==> src/rtl/serial_block_adder_ctrl_pkg.sv <==
// Shared adder defines: default slice width and FSM state encoding.
package serial_block_adder_ctrl_pkg;

  localparam int BLOCK_LEN_DEF = 4;

  typedef enum logic [1:0] {
    ST_IDLE = 2'd0,
    ST_RUN  = 2'd1,
    ST_DONE = 2'd2
  } state_e;

  function automatic int idx_width(input int num_blocks);
    return (num_blocks > 1) ? $clog2(num_blocks) : 1;
  endfunction

endpackage

==> src/rtl/serial_block_adder_ctrl_slice.sv <==
// block_slice_adder: purely combinational BLOCK_LEN-bit add with carry in/out.
module block_slice_adder
  import serial_block_adder_ctrl_pkg::*;
#(
  parameter int BLOCK_LEN = BLOCK_LEN_DEF
) (
  input  logic [BLOCK_LEN-1:0] a_i,
  input  logic [BLOCK_LEN-1:0] b_i,
  input  logic                 c_i,
  output logic [BLOCK_LEN-1:0] s_o,
  output logic                 c_o
);

  logic [BLOCK_LEN:0] full_sum;

  assign full_sum = {1'b0, a_i} + {1'b0, b_i} + {{BLOCK_LEN{1'b0}}, c_i};
  assign s_o      = full_sum[BLOCK_LEN-1:0];
  assign c_o      = full_sum[BLOCK_LEN];

endmodule

==> src/rtl/serial_block_adder_ctrl.sv <==
// Serial block adder: one BLOCK_LEN slice per cycle, result held until taken.
// Optional subtract mode (port sub) is enabled by defining SERIAL_ADDER_SUB_EN.
//   state   | meaning
//   IDLE    | in_ready high, waiting for an operand pair
//   RUN     | adding slice idx, carry rippling through carry_q
//   DONE    | result published (out_valid raised one cycle after entry), held until out_ready
module serial_block_adder_ctrl
  import serial_block_adder_ctrl_pkg::*;
#(
  parameter int BLOCK_LEN  = BLOCK_LEN_DEF,
  parameter int NUM_BLOCKS = 8,
  parameter int W          = BLOCK_LEN * NUM_BLOCKS
) (
  input  logic         clk,
  input  logic         rst_n,
`ifdef SERIAL_ADDER_SUB_EN
  input  logic         sub,
`endif
  input  logic         in_valid,
  output logic         in_ready,
  input  logic [W-1:0] a,
  input  logic [W-1:0] b,
  input  logic         cin,
  output logic         out_valid,
  input  logic         out_ready,
  output logic [W-1:0] sum,
  output logic         cout,
  output logic         busy
);

  localparam int IDX_W = idx_width(NUM_BLOCKS);
  localparam logic [IDX_W-1:0] IDX_LAST = IDX_W'(NUM_BLOCKS - 1);

  state_e               state_q;
  logic [W-1:0]         a_q;
  logic [W-1:0]         b_q;
  logic [W-1:0]         sum_q;
  logic [IDX_W-1:0]     idx_q;
  logic                 carry_q;
  logic                 cout_q;
  logic                 out_valid_q;

  logic [BLOCK_LEN-1:0] slice_a_d;
  logic [BLOCK_LEN-1:0] slice_b_d;
  logic [BLOCK_LEN-1:0] slice_sum_d;
  logic                 slice_carry_d;
  logic [W-1:0]         b_load_d;
  logic                 carry_load_d;

`ifdef SERIAL_ADDER_SUB_EN
  // Two's complement subtract: a + ~b + 1, so the incoming carry is ignored.
  assign b_load_d     = sub ? ~b : b;
  assign carry_load_d = sub ? 1'b1 : cin;
`else
  assign b_load_d     = b;
  assign carry_load_d = cin;
`endif

  assign slice_a_d = a_q[idx_q*BLOCK_LEN +: BLOCK_LEN];
  assign slice_b_d = b_q[idx_q*BLOCK_LEN +: BLOCK_LEN];

  block_slice_adder #(
    .BLOCK_LEN(BLOCK_LEN)
  ) u_slice (
    .a_i (slice_a_d),
    .b_i (slice_b_d),
    .c_i (carry_q),
    .s_o (slice_sum_d),
    .c_o (slice_carry_d)
  );

  always_ff @(posedge clk or negedge rst_n) begin
    if (!rst_n) begin
      state_q     <= ST_IDLE;
      a_q         <= '0;
      b_q         <= '0;
      sum_q       <= '0;
      idx_q       <= '0;
      carry_q     <= 1'b0;
      cout_q      <= 1'b0;
      out_valid_q <= 1'b0;
    end else begin
      case (state_q)
        ST_IDLE: begin
          if (in_valid) begin
            a_q         <= a;
            b_q         <= b_load_d;
            carry_q     <= carry_load_d;
            idx_q       <= '0;
            sum_q       <= '0;
            cout_q      <= 1'b0;
            out_valid_q <= 1'b0;
            state_q     <= ST_RUN;
          end
        end
        ST_RUN: begin
          sum_q[idx_q*BLOCK_LEN +: BLOCK_LEN] <= slice_sum_d;
          carry_q <= slice_carry_d;
          if (idx_q == IDX_LAST) begin
            state_q <= ST_DONE;
          end else begin
            idx_q <= idx_q + IDX_W'(1);
          end
        end
        ST_DONE: begin
          // The extra publish cycle keeps latency at NUM_BLOCKS+1 edges.
          if (!out_valid_q) begin
            out_valid_q <= 1'b1;
            cout_q      <= carry_q;
          end else if (out_ready) begin
            out_valid_q <= 1'b0;
            idx_q       <= '0;
            state_q     <= ST_IDLE;
          end
        end
        default: begin
          state_q     <= ST_IDLE;
          out_valid_q <= 1'b0;
          idx_q       <= '0;
        end
      endcase
    end
  end

  assign in_ready  = (state_q == ST_IDLE);
  assign busy      = (state_q != ST_IDLE);
  assign out_valid = out_valid_q;
  assign sum       = sum_q;
  assign cout      = cout_q;

endmodule

==> config.mk <==
export PLATFORM = sky130hd
export DESIGN_NAME = serial_block_adder_ctrl
export DESIGN_NICKNAME = d
export VERILOG_FILES = /design/src/rtl/serial_block_adder_ctrl_pkg.sv /design/src/rtl/serial_block_adder_ctrl_slice.sv /design/src/rtl/serial_block_adder_ctrl.sv
export SDC_FILE = /design/constraint.sdc
export NUM_CORES = 1
export LEC_CHECK = 0
export BUFFER_PORTS_ARGS = -buffer_cell sky130_fd_sc_hd__buf_2
export CORE_ASPECT_RATIO = 0.75
export CORE_UTILIZATION = 48
export DETAILED_ROUTE_END_ITERATION = 8
export PLACE_DENSITY = 0.83
export SLEW_MARGIN = 10
export SYNTH_ARGS = -nofsm -noshare
export SYNTH_HDL_FRONTEND = slang
export SYNTH_SLANG_ARGS = --single-unit
==> constraint.sdc <==
create_clock -name clk -period 4.23 [get_ports clk]
set_input_delay 0.2115 -clock clk [delete_from_list [all_inputs] [get_ports clk]]
set_output_delay 0.2115 -clock clk [all_outputs]
set_load 0.05 [all_outputs]
# Word level (Yosys, flattened, before mapping)
# Index checks and enable logic that the tools add are counted.
# op_classes
add_sub_neg	4
n_mux	21
n_eq_ne	9
reduce_logical	10
n_shift	4
bitwise	1
# op_table
op	count
32-bit case mux with 2 select lines	1
32-bit by 6-bit indexed part select with 4-bit output	2
5-bit negator with 34-bit output	1
4-bit by 34-bit variable shift with 32-bit output, first input constant	1
4-bit by 34-bit indexed part select with 32-bit output	1
32-bit bitwise mux	1
32-bit two-way mux	1
3-bit two-way mux	4
2-bit inequality test, second input constant	6
3-bit case mux with 3 select lines	1
2-bit two-way mux	4
4-bit AND reduction	2
2-bit case mux with 3 select lines	1
2-bit AND reduction	3
2-bit nonzero test	3
4-bit by 4-bit adder with 5-bit output	1
5-bit by 1-bit adder with 5-bit output	1
1-bit two-way mux	5
1-bit case mux with 2 select lines	2
3-bit by 1-bit adder with 3-bit output, second input constant	1
3-bit equality test, second input constant	1
1-bit case mux with 3 select lines	1
3-bit AND reduction	1
2-bit by 1-bit equality test with 1-bit output, second input constant	1
3 further kinds	3
# totals
regBits	104
out_inout_bits	36
elab_cells	57
in_bits	69

# Logic depth before layout (Yosys ltp)
# Gate-level depths: netlist of the first run.
# depth
depth_word	6
depth_mapped	13
depth_no_buf	10

# Modules after synthesis
# Synthesis of the first run repeated with hierarchy kept, for this count alone.
# unflattened
cells_unflattened	368
area_unflattened_um2	4865.9
# by_module_without_submodules
mod	area_per_inst_um2	instances	seq_area_each_um2	cells_per_inst
serial_block_adder_ctrl	4722.0	1	2602.5	352
block_slice_adder	143.9	1	0.0	16

# Worst setup path before layout of the first run
# OpenSTA, ideal clock, no wires.
# synth_path
path_kind	register to register
from	register idx_q[0]
to	register sum_q[5], in the netlist sum[5]
path_slack_ns	1.322
period_less_slack_ns	2.908
setup_time_ns	0.085
path_stages_with_launch	12
n_path_buf	3
required_time_ns	4.145
arrival_ns	2.823
path_cell_list	dfrtp_1 buf_6 buf_6 buf_6 mux4_2 nand2_1 nand2_1 fa_1 inv_1 fa_1 or2_2 o21ai_0
# synth_via
elab_chain_cells	6
word_cells_on_any_way	9
cone_classes	3 x add/sub; 4 x shift; 2 x mux
# synth_lines
item	line	text
from (decl)	serial_block_adder_ctrl.sv:38	logic [IDX_W-1:0] idx_q;
from (signal assigned)	serial_block_adder_ctrl.sv:102	idx_q <= idx_q + IDX_W'(1);
32-bit by 6-bit indexed part select with 4-bit output, on equally long branches	serial_block_adder_ctrl.sv:59, serial_block_adder_ctrl.sv:60	
4-bit by 4-bit adder with 5-bit output	serial_block_adder_ctrl_slice.sv:16	assign full_sum = {1'b0, a_i} + {1'b0, b_i} + {{BLOCK_LEN{1'b0}}, c_i};
5-bit by 1-bit adder with 5-bit output	serial_block_adder_ctrl_slice.sv:16	
4-bit by 34-bit indexed part select with 32-bit output	serial_block_adder_ctrl.sv:97	sum_q[idx_q*BLOCK_LEN +: BLOCK_LEN] <= slice_sum_d;
32-bit bitwise mux *	serial_block_adder_ctrl.sv:97	
32-bit case mux with 2 select lines *	serial_block_adder_ctrl.sv:83	case (state_q)
to (signal, indexed assignment)	serial_block_adder_ctrl.sv:97	
to (decl)	serial_block_adder_ctrl.sv:37	logic [W-1:0] sum_q;
# Every way passes the cells marked *; elsewhere a longest branch is shown, timed or not.
# A chain may end at the register's enable or synchronous reset.

# Final worst setup path of the first run
# layout_path
from	register idx_q[0]
to	register sum_q[19], in the netlist sum[19]
# The elaborated chain is that of the path after synthesis.

==> results of run 1 <==
power groups by stage:
stage                     Sequential, mW  Clock (mW)  Combinational, mW
after floorplan                     1.91           0               1.60
after global placement              1.73           0               2.31
after detailed placement            1.76           0               2.37
after CTS                           1.74       0.938               2.39
after global routing                1.80       0.975               2.63
final                               1.74       0.927               2.38
synthesized netlist by cell type, types with 2 or more instances:
cell	n
nand4b_1	2
nand2_1	232
ha_1	10
nor2b_1	2
inv_1	9
nand2b_1	4
and2_1	3
mux4_2	16
nand3_1	30
clkbuf_1	12
o21ai_0	23
buf_2	13
mux2i_1	6
buf_6	3
o31ai_1	5
nor2_2	2
or2_2	3
a22o_1	2
dfrtp_1	104
nor2_1	6
a21oi_1	3
fa_1	2
sequential cells by signal, summed over array words and instances, names as in the netlist:
name       count
cout           1
carry_q        1
a_q           32
b_q           32
out_valid      1
sum           32
state_q        2
idx_q          3
metrics by stage:
stage | hold slack [ns] | area [µm²] | setup slack [ns] | utilization
floorplan | -0.0841 | 4890 | 1.32 | -
global placement | 0.384 | 5470 | 0.882 | 0.560
detailed placement | 0.401 | 5470 | 0.834 | 0.560
CTS | 0.0293 | 5810 | 0.786 | 0.594
global route | 0.0548 | 5810 | 0.438 | 0.594
finish | -0.00125 | 5810 | 0.879 | 0.594
final timing paths:
check	to	slack (ns)	from
worst max-delay path	sum[19]	0.88	idx_q[0]
worst min-delay path	cout	-0.001	rst_n
worst max register to register	sum[19]	0.88	idx_q[0]
worst min register to register	a_q[23]	0.47	a_q[23]
max in group asynchronous	b_q[8]	3.28	rst_n
min in group clk	b_q[10]	0.06	b[10]
cells by family after synthesis:
logic type / count (synthesis) / share of synthesized area
AND/OR/NAND/NOR: 293 / 0.252
flip-flops: 104 / 0.532
adder cells (fa/ha/maj): 12 / 0.0338
multiplexers: 24 / 0.0913
XOR/XNOR: 2 / 0.00358
buffers and inverters: 38 / 0.0371
AO/OA/AOI/OAI: 41 / 0.0504
per-layer routing:
layer	part of all wire	track usage	vias to the layer above
met5	0	0	-
met4	0.018	0.0794	0
met1	0.46	0.299	1871
met3	0.056	0.0459	22
met2	0.46	0.360	127
li1	-	-	1875
area by class of cell:
class / count / area, µm² / area share
clock buffer: 10 / 229 / 0.0394
clock inverter: 5 / 106 / 0.0183
multi-input combinational: 372 / 2120 / 0.365
sequential: 104 / 2600 / 0.448
tap: 132 / 165 / 0.0284
timing repair buffer: 107 / 546 / 0.0939
inverter: 10 / 37.5 / 0.00646
==> flow_summary.yaml, run 1 <==
sta:
  fin_worst_skew_ns: 0.00605
  final_hold_viol_count: 1
  grt_setup_unrepaired: "no"
  post_route_setup_tns_ns: 0
  maxSlewHeadroom: 0.346
  period_needed_ns: 3.35
  period_share: 0.792
  finalSetupViolations: 0
  fmax_mhz: 298
  tightest_slew_ns: 0.981
  drv_slew: 0
  whs_ns: -0.00125
floorplan:
  floorplan.die_area_um2: 10600
  ioPinCount: 105
  dieHeight_um: 89.4
  die_w_um: 119
  num_rows: 31
  design.core.area_um2: 9770
  initial_utilization: 0.501
pwr:
  power.static_leakage_nw: 3.08
  vdd_ir_drop_max_uv: 402
  power.clock.fraction: 0.184
  sequentialPowerShare: 0.345
  power_density_normalized_to_cell_area_nw_per_um2: 868
  power.switching_mw: 2.17
  power.combinational.fraction: 0.471
  p_total_mw: 5.04
  intPower_mw: 2.87
  power_switching_share: 0.431
clocking:
  post_cts_hold_fix_bufs: 0
  clk_path_buf_depth: 2
  clkSinkCount: 104
  clk_pin_slew_worst_paths_ns: 0.07
  post_cts_resized: 0
  clock_latency_ns: 0.34
  h_tree_levels: 3
  cts_made_buffers: 9
  cts_tree: "yes"
  cts_root_buf: "clkbuf_16"
  post_cts.repair.setup_buffers: 0
cells_and_area:
  antenna-diode-count: 0
  final_cell_mix: "nand2_1 (232), dfrtp_1 (104), buf_2 (103), nand3_1 (30), o21ai_0 (23)"
  area.growth.synth_to_final_pct: 18.7
  fin_nets: 685
  final.fill_count: 855
  commonest_non_fill_non_tap_cell_in_the_layout: "nand2_1"
  final-instance-count-excl-fill: 740
  post_route_cells_drive_above_1_share: 0.245
yosys:
  netlist_area_um2: 4890
  synthesis.instances: 514
  sequential_share_of_the_synthesized_area: 0.532
  yosysTopAreaCell: "dfrtp_1"
  yosys_warns: 0
  netlist_top_cells_area: "dfrtp_1 (53%), nand2_1 (18%), mux4_2 (7.4%)"
  ys_types: 44
  synth_largest_type_area_fraction: 0.532
  synth_async_sr_flop_share: 1.00
  synth_seq_cells: 104
  synth_top_flop_cell: "dfrtp_1"
  synth_edf_count: 0
  avgSynthCellArea_um2: 9.52
  synthesized_netlist_net_count: 595
routing:
  via_per_inst: 5.26
  drt_drc_violations_left: 0
  antenna_violating_nets_post_route: 0
  first_pass_iters: 5
  num_vias: 3895
  drt_iter0_drc: 248
  routedWlPerCell_um: 14.6
  drt_wl_total_um: 10800
critical_path:
  crit_arrival_ns: 3.55
  critPathRequiredTime_ns: 4.43
  timing.critical_path.depth: 9
  cell_family_with_the_largest_share_of_critical_path_delay: "flip-flops"
  critPathCaptureType: "register"
  timing.critical_path.from_type: "register"
  critical_path.slowest_cell: "dfrtp_1"
  setup.worst_path.class: "register to register"
  worst_r2r_path_depth: 9
  cp_max_fo: 15
  timing.critical_path.slowest_cell_delay_ns: 0.90
  critical_path_buf_inv_count: 1
  crit_chain: "mux4_2, nand2_1, and2_1, inv_1, ha_1, a21o_1, a21oi_1, xor2_1, o21ai_0"
placed_design:
  io_buffer_count: 104
  place.detailed.instances: 725
  place_congestion: 0.824
  hpwlAfterDp_um: 7810
hold_path:
  min-delay-path-class: "primary input to async pin"
grt:
  antenna_found_initial: 0
  wire_length_of_the_first_global_routing_pass_um: 18100
  grt.overflow.total: 0
  grt_util_all_layers: 0.221
  grt_max_degree: 97
  vias_in_the_first_global_route: 3811
outcome:
  violations: "negative hold slack"
  outcome: "finished with violations"
run:
  drv_cap: 0
(Power assumes the default switching activity.)
==> inputs of run 2 (changes only) <==
==> constraint.sdc (replaced) <==
create_clock -name clk -period 3.3 [get_ports clk]
set_input_delay 0.165 -clock clk [delete_from_list [all_inputs] [get_ports clk]]
set_output_delay 0.165 -clock clk [all_outputs]
set_load 0.05 [all_outputs]
==> run 2 against run 1 <==
The run still ends with negative hold slack left. Combinational power increased by 36%. Clock power increased by 10%. Wire length increased by 2.7%. Die area unchanged. Critical path depth decreased by 1. First-iteration DRC count decreased by 28%. Non-clock buffer count increased by 6. Critical path type unchanged.
==> flow_summary.yaml, run 2 (synthesis results as in run 1) <==
pwr:
  intPower_mw: 3.59
  power_switching_share: 0.442
  p_total_mw: 6.42
  power.clock.fraction: 0.159
  power_density_normalized_to_cell_area_nw_per_um2: 1110
  power.combinational.fraction: 0.505
  power.switching_mw: 2.84
  sequentialPowerShare: 0.337
  vdd_ir_drop_max_uv: 511
  power.static_leakage_nw: 3.09
clocking:
  cts_made_buffers: 9
  clkSinkCount: 104
  post_cts.repair.setup_buffers: 0
  post_cts_hold_fix_bufs: 0
  h_tree_levels: 3
  post_cts_resized: 0
  clock_latency_ns: 0.35
  clk_pin_slew_worst_paths_ns: 0.07
  cts_tree: "yes"
  clk_path_buf_depth: 2
  cts_root_buf: "clkbuf_16"
sta:
  finalSetupViolations: 0
  tightest_slew_ns: 1.06
  post_route_setup_tns_ns: 0
  whs_ns: -0.000168
  fmax_mhz: 349
  grt_setup_unrepaired: "no"
  fin_worst_skew_ns: 0.00693
  period_needed_ns: 2.87
  final_hold_viol_count: 1
  maxSlewHeadroom: 0.296
  period_share: 0.869
  drv_slew: 0
routing:
  drt_wl_total_um: 11100
  num_vias: 3944
  drt_iter0_drc: 178
  drt_drc_violations_left: 0
  routedWlPerCell_um: 14.8
  first_pass_iters: 5
  antenna_violating_nets_post_route: 0
  via_per_inst: 5.28
placed_design:
  io_buffer_count: 104
  placedInstanceArea_um2: 5520
  hpwlAfterDp_um: 7980
  place_congestion: 0.834
cells_and_area:
  final_core_utilization: 0.594
  commonest_non_fill_non_tap_cell_in_the_layout: "nand2_1"
  fin_nets: 691
  area.growth.synth_to_final_pct: 18.6
  antenna-diode-count: 0
  area_of_all_placed_cells_without_fillers_um2: 5800
  final_cell_mix: "nand2_1 (232), dfrtp_1 (104), buf_2 (103), nand3_1 (30), o21ai_0 (23)"
  post_route_cells_drive_above_1_share: 0.254
grt:
  vias_in_the_first_global_route: 3860
  grt.overflow.total: 0
  wire_length_of_the_first_global_routing_pass_um: 18700
  antenna_found_initial: 0
  grt_max_degree: 86
  grt_util_all_layers: 0.229
floorplan:
  design.core.area_um2: 9770
  num_rows: 31
  initial_utilization: 0.501
  floorplan.die_area_um2: 10600
  die_w_um: 119
  dieHeight_um: 89.4
  ioPinCount: 105
critical_path:
  critPathCaptureType: "register"
  setup.worst_path.class: "register to register"
  cp_max_fo: 15
  timing.critical_path.from_type: "register"
  critical_path.reg2reg.startpoint: "idx_q[1]"
  crit_arrival_ns: 3.14
  critPathRequiredTime_ns: 3.57
  critical_path_startpoint: "idx_q[1]"
hold_path:
  worst_hold_startpoint: "b[19]"
  min-delay-path-class: "primary input to register"
outcome:
  outcome: "finished with violations"
  violations: "negative hold slack"
run:
  drv_cap: 0
## run 2: cell count changes in the layout (fill, tap and decap cells not counted)
cell,before,now
clkbuf_8,0,2
clkinvlp_4,1,2
buf_4,4,10
clkinv_2,0,1
bufinv_16,3,0
## run 2: power groups by stage
stage / sequential (mW) / clock, mW / combinational [mW]
2_1_floorplan: 2.45 / 0 / 2.05
3_3_place_gp: 2.16 / 0 / 3.12
3_5_place_dp: 2.18 / 0 / 3.23
4_1_cts: 2.16 / 1.03 / 3.24
5_1_grt: 2.22 / 1.08 / 3.60
6_report: 2.16 / 1.02 / 3.24
## run 2: per-layer routing
layer / part of all wire / vias up / global-route usage
met5: 0 / - / 0
met4: 0.016 / 0 / 0.0690
met3: 0.060 / 17 / 0.0529
met2: 0.46 / 134 / 0.369
met1: 0.46 / 1915 / 0.313
li1: - / 1878 / -
## run 2: layout make-up
type	count	area (µm²)
repair buffers	113	591
clock buffers	12	256
multi-input cells	372	2120
well taps	132	165
fillers	835	3970
inverters	10	37.5
flip-flops and latches	104	2600
clock inverters	4	28.8
## run 2: path summary, 6_finish.rpt
check / slack [ns] / endpoint / depth (start not counted)
max: 0.43 / sum[25] / 8
min: -0.0002 / b_q[19] / 3
min in group asynchronous: 0.01 / cout / 1
max reg2reg: 0.43 / sum[25] / 8
min reg2reg: 0.47 / a_q[15] / 2
max in group asynchronous: 2.42 / b_q[9] / 2
## run 2: stage by stage
stage          worst slack, ns  instances
2_1_floorplan            0.392        514
3_3_place_gp             0.518        731
3_5_place_dp             0.440        731
4_1_cts                  0.399        747
5_1_grt                  0.250        747
6_report                 0.431        747
## run 2: critical path, stage by stage (launching register included)
cell and delay, ns:
dfrtp_1 0.73, mux4_2 0.40, nand2_1 0.08, nand2_1 0.08
fa_1 0.43, inv_1 0.09, fa_1 0.50, or2_2 0.34
mux2i_1 0.15
